**src/rtl/yas_packet_tx_pkg.sv**
```systemverilog
// Shared definitions for the yas packet transmitter and its CRC helper:
// byte/length widths, CRC polynomial, header layout and FSM state encoding.
package yas_packet_tx_pkg;

  localparam int DATA_WIDTH = 8;
  localparam int DATA_SIZE  = 6;
  localparam int ADDR_W     = 2;
  localparam logic [DATA_WIDTH-1:0] CRC_POLY = 8'h07;

  // Header layout: address in the low bits, length-minus-one above it.
  localparam int HDR_ADDR_LSB = 0;
  localparam int HDR_LEN_LSB  = ADDR_W;

  typedef enum logic [1:0] {
    ST_IDLE  = 2'd0,
    ST_REQ   = 2'd1,
    ST_ACKLO = 2'd2,
    ST_FETCH = 2'd3
  } state_e;

  function automatic logic [DATA_WIDTH-1:0] make_header(
    input logic [DATA_SIZE-1:0] len_m1,
    input logic [ADDR_W-1:0]    addr
  );
    logic [DATA_WIDTH-1:0] h;
    h = '0;
    h[HDR_LEN_LSB +: DATA_SIZE] = len_m1;
    h[HDR_ADDR_LSB +: ADDR_W]   = addr;
    return h;
  endfunction

endpackage

```
**src/rtl/yas_crc8.sv**
```systemverilog
// Combinational CRC-8 byte step (init/reflection/final XOR handled by caller:
// MSB-first, no reflection). Shared with the router's input checker.
module yas_crc8
  import yas_packet_tx_pkg::*;
(
  input  logic [DATA_WIDTH-1:0] crc_i,
  input  logic [DATA_WIDTH-1:0] byte_i,
  output logic [DATA_WIDTH-1:0] crc_o
);

  always_comb begin
    logic [DATA_WIDTH-1:0] c;
    c = crc_i ^ byte_i;
    for (int i = 0; i < DATA_WIDTH; i++) begin
      c = c[DATA_WIDTH-1] ? ((c << 1) ^ CRC_POLY) : (c << 1);
    end
    crc_o = c;
  end

endmodule

```
**src/rtl/yas_packet_tx.sv**
```systemverilog
// Packet transmitter: serialises header, payload and optional CRC-8 trailer
// onto the router's 4-phase req/ack byte interface.
module yas_packet_tx
  import yas_packet_tx_pkg::*;
(
  input  logic                  clk,
  input  logic                  rst_n,
  input  logic                  cmd_valid,
  output logic                  cmd_ready,
  input  logic [ADDR_W-1:0]     cmd_addr,
  input  logic [DATA_SIZE-1:0]  cmd_len_m1,
  input  logic                  cmd_crc_en,
  input  logic [DATA_WIDTH-1:0] pl_data,
  input  logic                  pl_valid,
  output logic                  pl_ready,
  output logic [DATA_WIDTH-1:0] tx_data,
  output logic                  tx_req,
  input  logic                  tx_ack,
  output logic                  busy,
  output logic                  done
);

  localparam logic [DATA_SIZE:0] CNT_ONE = {{DATA_SIZE{1'b0}}, 1'b1};

  state_e                state_q, state_d;
  logic [DATA_WIDTH-1:0] tx_data_q, tx_data_d;
  logic [DATA_WIDTH-1:0] crc_q, crc_d, crc_next;
  logic [DATA_SIZE-1:0]  len_q, len_d;
  logic [DATA_SIZE:0]    cnt_q, cnt_d;
  logic                  tx_req_q, tx_req_d;
  logic                  busy_q, busy_d;
  logic                  done_q, done_d;
  logic                  crc_en_q, crc_en_d;
  logic                  trl_q, trl_d;
  logic                  pl_last;

  yas_crc8 u_crc8 (
    .crc_i  (crc_q),
    .byte_i (tx_data_q),
    .crc_o  (crc_next)
  );

  // Counter is one bit wider than the length field so a 2**DATA_SIZE byte
  // payload terminates without wrapping.
  assign pl_last = (cnt_q == ({1'b0, len_q} + CNT_ONE));

  always_comb begin
    state_d   = state_q;
    tx_data_d = tx_data_q;
    crc_d     = crc_q;
    len_d     = len_q;
    cnt_d     = cnt_q;
    tx_req_d  = tx_req_q;
    busy_d    = busy_q;
    done_d    = 1'b0;
    crc_en_d  = crc_en_q;
    trl_d     = trl_q;
    case (state_q)
      ST_IDLE: begin
        if (cmd_valid) begin
          len_d     = cmd_len_m1;
          crc_en_d  = cmd_crc_en;
          tx_data_d = make_header(cmd_len_m1, cmd_addr);
          crc_d     = '0;
          cnt_d     = '0;
          trl_d     = 1'b0;
          busy_d    = 1'b1;
          tx_req_d  = 1'b1;
          state_d   = ST_REQ;
        end
      end
      ST_REQ: begin
        if (tx_ack) begin
          tx_req_d = 1'b0;
          if (!trl_q) crc_d = crc_next;
          state_d  = ST_ACKLO;
        end
      end
      ST_ACKLO: begin
        if (!tx_ack) begin
          if (!pl_last) begin
            state_d = ST_FETCH;
          end else if (crc_en_q && !trl_q) begin
            tx_data_d = crc_q;
            trl_d     = 1'b1;
            tx_req_d  = 1'b1;
            state_d   = ST_REQ;
          end else begin
            done_d  = 1'b1;
            busy_d  = 1'b0;
            state_d = ST_IDLE;
          end
        end
      end
      ST_FETCH: begin
        if (pl_valid) begin
          tx_data_d = pl_data;
          cnt_d     = cnt_q + CNT_ONE;
          tx_req_d  = 1'b1;
          state_d   = ST_REQ;
        end
      end
      default: state_d = ST_IDLE;
    endcase
  end

  always_ff @(posedge clk or negedge rst_n) begin
    if (!rst_n) begin
      state_q   <= ST_IDLE;
      tx_data_q <= '0;
      crc_q     <= '0;
      len_q     <= '0;
      cnt_q     <= '0;
      tx_req_q  <= 1'b0;
      busy_q    <= 1'b0;
      done_q    <= 1'b0;
      crc_en_q  <= 1'b0;
      trl_q     <= 1'b0;
    end else begin
      state_q   <= state_d;
      tx_data_q <= tx_data_d;
      crc_q     <= crc_d;
      len_q     <= len_d;
      cnt_q     <= cnt_d;
      tx_req_q  <= tx_req_d;
      busy_q    <= busy_d;
      done_q    <= done_d;
      crc_en_q  <= crc_en_d;
      trl_q     <= trl_d;
    end
  end

  assign cmd_ready = (state_q == ST_IDLE);
  assign pl_ready  = (state_q == ST_FETCH);
  assign tx_data   = tx_data_q;
  assign tx_req    = tx_req_q;
  assign busy      = busy_q;
  assign done      = done_q;

endmodule

```
**config.mk**
```make
export PLATFORM = sky130hd
export DESIGN_NAME = yas_packet_tx
export DESIGN_NICKNAME = d
export VERILOG_FILES = /design/src/rtl/yas_packet_tx_pkg.sv /design/src/rtl/yas_crc8.sv /design/src/rtl/yas_packet_tx.sv
export SDC_FILE = /design/constraint.sdc
export NUM_CORES = 1
export LEC_CHECK = 0
export CAP_MARGIN = 40
export CORE_UTILIZATION = 50
export CTS_BUF_LIST = sky130_fd_sc_hd__clkbuf_4
export DETAILED_ROUTE_END_ITERATION = 8
export PLACE_DENSITY = 0.78
export SLEW_MARGIN = 20
export SYNTH_ARGS = -nofsm -noshare
export SYNTH_HDL_FRONTEND = slang
export SYNTH_HIERARCHICAL = 1
export SYNTH_SLANG_ARGS = --single-unit
export TNS_END_PERCENT = 10
```
**constraint.sdc**
```tcl
create_clock -name clk -period 2.26 [get_ports clk]
set_input_delay 0.452 -clock clk [delete_from_list [all_inputs] [get_ports clk]]
set_output_delay 0.452 -clock clk [all_outputs]
set_load 0.05 [all_outputs]
```
==> results.md, run 1 <==
- Vias: approximately 1,800
- Crit path depth: 8
- CP Capture Point: tx_data[3]
- Buf+Inv Stages, Crit Path: 2
- TNS Setup: 0 ns
- Fin. Hold Viols: 0
- Worst slew margin: between 60% and 70%
- Largest net degree at the start of global routing: 37
- Clk sinks: 36
- Setup violations, final: 0
- Run status: complete, no violations
- Pint: ~2.6 mW
- Io pins: 35
- Final #Nets: about 300
- Crit path largest cell delay: around 0.41 ns
- Crit Reg-Reg Endpoint: tx_data[3]
- Pwr/cell area: 1670 mW/mm^2
- Final non-filler cell total: about 330
- Clk pwr share: under 10%
- IO Port Bufs: 34
- Post-synth ARST share: between 90% and 100%
- Final Power: around 4.7 mW
- Crit start category: flop
- R2R cell count: 8
- CP max stage cell: dfrtp_1
- Mapped Cells: around 220
- Netlist cell types: 44
- Leading cell types in the layout, fill and taps excluded: nand2_1, dfrtp_1, clkdlybuf4s50_1, buf_4, xnor2_1
- Beginning of the worst register-to-register path: state_q[0]
- Die W: about 69 um
- Quantity of hold-fixing buffers added after cts: 0
- TritonCTS Buffers: 5
- Crit path kind: flop to flop
- Min-delay worst type: input pin to async pin
- Root buf cell: clkbuf_4
- Worst-Skew Late Latency: ~0.34 ns
- Critical Path AT: about 2.4 ns
- Die extent in y: 68.7 um
- CP Capture Type: flop
- Placed cell area: ~0.0028 mm^2
- Area growth syn-to-layout: 28.0%
- Main flop type after synthesis: dfrtp_1
- Worst-Margin Slew: around 0.55 ns
- Pins Over Slew Limit: 0
- Synth Net Count: roughly 250
- Highest net fanout along the worst path: 8
- Mean Syn Cell Area: about 10 um^2
- Final period utilization: 95.6%
- Sw Share: 45.2%
- Min cycle time layout: roughly 2.2 ns
- First-pass GRT wire length: ~8 mm
- GP Congestion: 0.801
- CTS tree: done
- Longest Clk Path Bufs: 2
- Post-Route WL: a little under 5 mm
- Cell row count: 23
- Seq cells post-synth: 36
- CP delay by family, top: simple AND/OR/NAND/NOR gates
- Die ar.: 0.00472 mm^2
- Register area: about 900 um^2
- H-Tree Level Count: 2
- Post-DRT Antenna Nets: 0
- EDFF count, synth: 0
- Multi-input gate area: between 0.001 and 0.0015 mm^2
- Drt drc: 0
- Design area: approximately 0.0029 mm^2
- Share of post-route cells with drive strength above 1: 21.4%
- WL per Instance: between 10 and 15 um
- Critical-path cell list: inv_1, ha_2, nand2b_2, o2111ai_4, or3_4, o41ai_4, buf_6, mux2_2
- Flop2flop setup slack: 0.1 ns
- Required @ worst endpoint: around 2.5 ns
- Worst-path clk slew: between 0.1 and 0.15 ns
- Filler cell count in the final layout: 340
- Crit. Startpoint: state_q[0]
- DRT iter0 DRCs: 91
- Max cap viols: 0
- Post-Syn Area: 0.00223 mm^2
- Vias per Instance: ~5.5
- Vias in the first global route: 1,705
- Commonest non-fill, non-tap cell in the layout: nand2_1
- DPL Wire Length: between 3 and 4 mm
- Post-synthesis sequential area ratio: between 40% and 50%
- Core area: 0.00414 mm^2
- P_leak: 1.22 nW
- Initial antenna violation count: 0
- Worst IR Drop VDD: around 0.00086 V
- YS warnings: 6
- Comb pwr share: between 60 and 70%
- Switch Pwr: ~2.1 mW
- Congestion Overflow GR: 0
- DR pass1 iterations: 4
- GR Util All Layers: 23.8%
- Fmax: around 0.46 GHz
- Initial core utilization: 53.7%
- Placed cell count: 323
- Final Skew: 0.0143 ns
- Sequential share of power: 23.7%
- Antenna Cells: 0
[repair_timing]
item | in CTS | in global routing
setup endpoints to repair | 0 | 9
buffers inserted | 0 | 0
resized for setup | 0 | 3
endpoints found under the hold margin | 0 | 0
[flip-flops by register name (all words and copies together) (netlist names)]
register	count
busy	1
cnt_q	7
crc_en_q	1
crc_q	8
done	1
len_q	6
state_q	2
trl_q	1
tx_data	8
tx_req	1
[per-layer routing]
layer	vias up	part of all wire (%)	global-route usage (%)
li1	902	-	-
met1	867	49	33.1
met2	31	46	36.5
met3	4	3.2	5.59
met4	0	1.2	7.14
met5	-	0	0
[Yosys cell counts (2+ instances only)]
| cell | instances | area, um^2 |
|---|---|---|
| mux2i_1 | 3 | 30.0 |
| xnor2_1 | 20 | 175 |
| nand3_1 | 4 | 20.0 |
| o211ai_1 | 2 | 15.0 |
| nand2_1 | 44 | 165 |
| a22oi_1 | 8 | 60.1 |
| nor3_1 | 5 | 25.0 |
| a21oi_1 | 3 | 15.0 |
| nor4_1 | 2 | 12.5 |
| nand2b_1 | 3 | 18.8 |
| xnor3_2 | 2 | 47.6 |
| ha_1 | 6 | 75.1 |
| clkbuf_1 | 4 | 15.0 |
| o31ai_1 | 3 | 22.5 |
| nor2b_1 | 4 | 25.0 |
| dfrtp_1 | 36 | 901 |
| nor2_1 | 9 | 33.8 |
| xor2_1 | 8 | 70.1 |
| inv_1 | 7 | 26.3 |
| mux2_2 | 15 | 169 |
| or3_1 | 3 | 18.8 |
| o21ai_0 | 11 | 55.1 |
[power groups by stage]
stage / combinational (mW) / clock [mW] / sequential, mW
final: 3.16 / 0.468 / 1.12
after global routing: 3.46 / 0.500 / 1.16
after CTS: 3.13 / 0.473 / 1.12
after detailed placement: 3.11 / 0 / 1.14
after global placement: 3.04 / 0 / 1.13
after floorplan: 2.02 / 0 / 1.38
[per-stage QoR]
step | util (%) | setup WS [ns] | hold WS (ns)
4_1_cts | 68.5 | 0.0323 | 0.527
2_1_floorplan | - | -0.120 | 0.156
5_1_grt | 68.8 | -0.00157 | 0.533
3_5_place_dp | 66.6 | -0.267 | 0.513
3_3_place_gp | 66.6 | -0.243 | 0.507
6_report | 68.8 | 0.0984 | 0.517
[how the worst min path moves through the flow]
| stage | startpoint | end | slack [ns] | cells after the start |
|---|---|---|---|---|
| global placement | crc_q[6] | crc_q[6] | 0.51 | 2 |
| global route | rst_n | len_q[1] | 0.53 | 2 |
| finish | rst_n | crc_q[3] | 0.52 | 2 |
| detailed placement | busy | busy | 0.51 | 1 |
| CTS | rst_n | crc_q[3] | 0.53 | 2 |
| floorplan | rst_n | busy | 0.16 | 0 |
[final cells by class]
class,count,share of cell area (%)
multi-input cells,176,45.3
clock buffers,5,1.32
flip-flops and latches,36,31.6
clock inverters,3,1.49
well taps,50,2.19
repair buffers,54,17.2
inverters,7,0.922
[cell families after synthesis]
logic type | count (synthesis) | share of synthesized area (%)
AND/OR/NAND/NOR | 84 | 18.0
AO/OA/AOI/OAI | 37 | 13.3
flip-flops | 36 | 40.5
XOR/XNOR | 31 | 13.9
multiplexers | 18 | 8.94
buffers and inverters | 12 | 2.08
adder cells (fa/ha/maj) | 6 | 3.37
No activity file was read; power rests on OpenSTA's default activity.
==> run 2: changes to the inputs <==
Settings changed: SYNTH_HIERARCHICAL 1 to not set.
==> results.md, run 2 <==
- Multiplexer share of the synthesized area: roughly 5.6%
- Filler cell count in the final layout: 319
- Synth Area in Adders: approximately 3.5%
- Initial core utilization: 52.7%
- Vias per Instance: about 5.7
- Largest net degree at the start of global routing: 18
- Area growth syn-to-layout: 27.4%
- Final #Nets: around 290
- Placed cell count: about 300
- Share of post-route cells with drive strength above 1: 15.5%
- Share of the synthesized area in the top cell type: 42.1%
- Leading area contributor after synthesis: dfrtp_1
- Post-synth ARST share: 100%
- Crit start category: flop
- Final Skew: 0.0198 ns
- Worst-Margin Slew: roughly 0.66 ns
- Fin. Hold Viols: 0
- YS warnings: 0
- Post-synthesis sequential area ratio: a little over two fifths
- Synth Area in XOR/XNOR: between 10% and 20%
- Die extent in y: roughly 67 um
- DRT iter0 DRCs: around 140
- Post-Route WL: 5.02 mm
- Worst-Skew Late Latency: roughly 0.36 ns
- H-Tree Level Count: 2
- TritonCTS Buffers: 5
- Synth Area in Simple Gates: around 11%
- IO Port Bufs: 34
- Critical Path AT: 2.45 ns
- CTS tree: done
- Leading cell types in the layout, fill and taps excluded: dfrtp_1, clkdlybuf4s50_1, xnor2_1, a21oi_1, buf_4
- Antenna Cells: 0
- Finished Core Util: 67.2%
- EDFF count, synth: 0
- Setup violations, final: 0
- Crit path kind: flop to flop
- Drt drc: 0
- Cell row count: 23
- Post-DRT Antenna Nets: 0
- CP delay by family, top: XOR/XNOR gates
- Crit path largest cell delay: around 0.45 ns
- Fmax: roughly 0.46 GHz
- Synth Net Count: between 200 and 250
- Buf+Inv Stages, Crit Path: 0
- Run status: complete, no violations
- Synth area leaders: dfrtp_1, xnor2_1, a22o_1
- CP Capture Type: flop
- Pwr/cell area: roughly 1700 mW/mm^2
- Min cycle time layout: between 2 and 2.5 ns
- Quantity of hold-fixing buffers added after cts: 0
- Final period utilization: between 90% and 100%
- DPL Wire Length: 3.76 mm
- DR pass1 iterations: 4
- First-pass GRT wire length: approximately 8.1 mm
- P_leak: between 1 and 1.5 nW
- GP Congestion: between 0.8 and 0.9
- Initial antenna violation count: 0
- Max cap viols: 0
- Main flop type after synthesis: dfrtp_1
- Synth cell count leaders: dfrtp_1, a21oi_1, xnor2_1
- Netlist cell types: a little over 40
- DP Worst Slack: 0.0664 ns
- Multi-input gate area: around 0.0012 mm^2
- Final non-filler cell total: between 300 and 400
- Vias in the first global route: 1,689
- Mapped Cells: 211
- Largest family of logic cells by synthesized area: compound AO/OA/AOI/OAI gates
- Setup WS post-layout: 0.0723 ns
- Die ar.: roughly 0.0045 mm^2
- GR Util All Layers: 24.6%
- Die W: approximately 67 um
- Clk sinks: 36
- RSZ-0062 raised after global routing: yes
- Highest net fanout along the worst path: 3
- Longest Clk Path Bufs: 2
- Commonest non-fill, non-tap cell in the layout: dfrtp_1
- Dominant cell by count in the synthesized netlist: dfrtp_1
- Worst IR Drop VDD: slightly below 0.0009 V
- Io pins: 35
- Congestion Overflow GR: 0
- Register area: around 900 um^2
- CP max stage cell: dfrtp_2
- Required @ worst endpoint: approximately 2.5 ns
- Critical-path cell list: xor2_2, xor3_1, xnor3_2, xnor2_1, mux2_1, a22o_1
- Worst slew margin: a little under three fifths
- Post-synthesis compound-gate area fraction: between 10% and 20%
- Pins Over Slew Limit: 0
- WL per Instance: roughly 16 um
- Root buf cell: clkbuf_4
- Mean Syn Cell Area: between 10 and 15 um^2
- Post-Syn Area: 0.00214 mm^2
- Worst-path clk slew: around 0.12 ns
- Vias: around 1,800
- Core area: 0.00406 mm^2
- Min-delay worst type: input pin to async pin
- Seq cells post-synth: 36
## run 2: final timing paths
| path | start | slack [ns] | cells after the start | end |
|---|---|---|---|---|
| setup reg to reg | tx_data[7] | 0.07 | 6 | crc_q[2] |
| setup / recovery | tx_data[7] | 0.07 | 6 | crc_q[2] |
| hold reg to reg | crc_q[5] | 0.53 | 2 | crc_q[5] |
| max in group asynchronous | rst_n | 1.29 | 2 | cnt_q[0] |
| min in group clk | crc_q[5] | 0.53 | 2 | crc_q[5] |
| hold / removal | rst_n | 0.38 | 1 | crc_q[6] |
## run 2: power by group
group	internal [mW]	leakage, nW	switching (mW)
Clock	0.130	0.0293	0.228
Combinational	1.44	0.713	1.61
Sequential	0.892	0.445	0.269
## run 2: cells by family after synthesis
kind of cell / Yosys count
and+or+nand+nor: 49
DFF: 36
AOI/OAI and AO/OA: 60
buffers and inverters: 17
adders and majority gates: 6
xor gates and xnor gates: 32
muxes: 11
## run 2: per-layer routing
| layer | wire length [um] | up-vias | track usage (%) |
|---|---|---|---|
| met3 | 234 | 11 | 5.07 |
| met4 | 95 | 0 | 10.9 |
| met1 | 2310 | 853 | 33.1 |
| met2 | 2370 | 52 | 38.1 |
| li1 | - | 872 | - |
| met5 | 0 | - | 0 |
## run 2: layout make-up
class	count	share of cell area, %
Multi-Input combinational cell	158	43.1
Sequential cell	36	33.1
Timing Repair Buffer	52	17.9
Tap cell	50	2.30
Clock buffer	6	1.65
Inverter	11	1.52
Clock inverter	2	0.413
## run 2: repair_timing
item                                    CTS  global route
endpoints found under the setup margin    0             6
gates resized for setup                   0             5
setup buffers                             0             3
## run 2: per-stage QoR
stage	setup TNS, ns	power, mW	hold slack, ns	area [um^2]
after global placement	0	4.07	0.486	2630
final	0	4.57	0.375	2730
after floorplan	0	3.38	0.156	2140
after detailed placement	0	4.16	0.511	2630
after CTS	0	4.53	0.383	2680
after global routing	-0.153	4.93	0.386	2730
==> run 3: changes to the inputs <==
Settings changed: HOLD_SLACK_MARGIN set to 0.02.
==> results of run 3 <==
No change in the layout: final DEF, timing and power equal those of run 2.
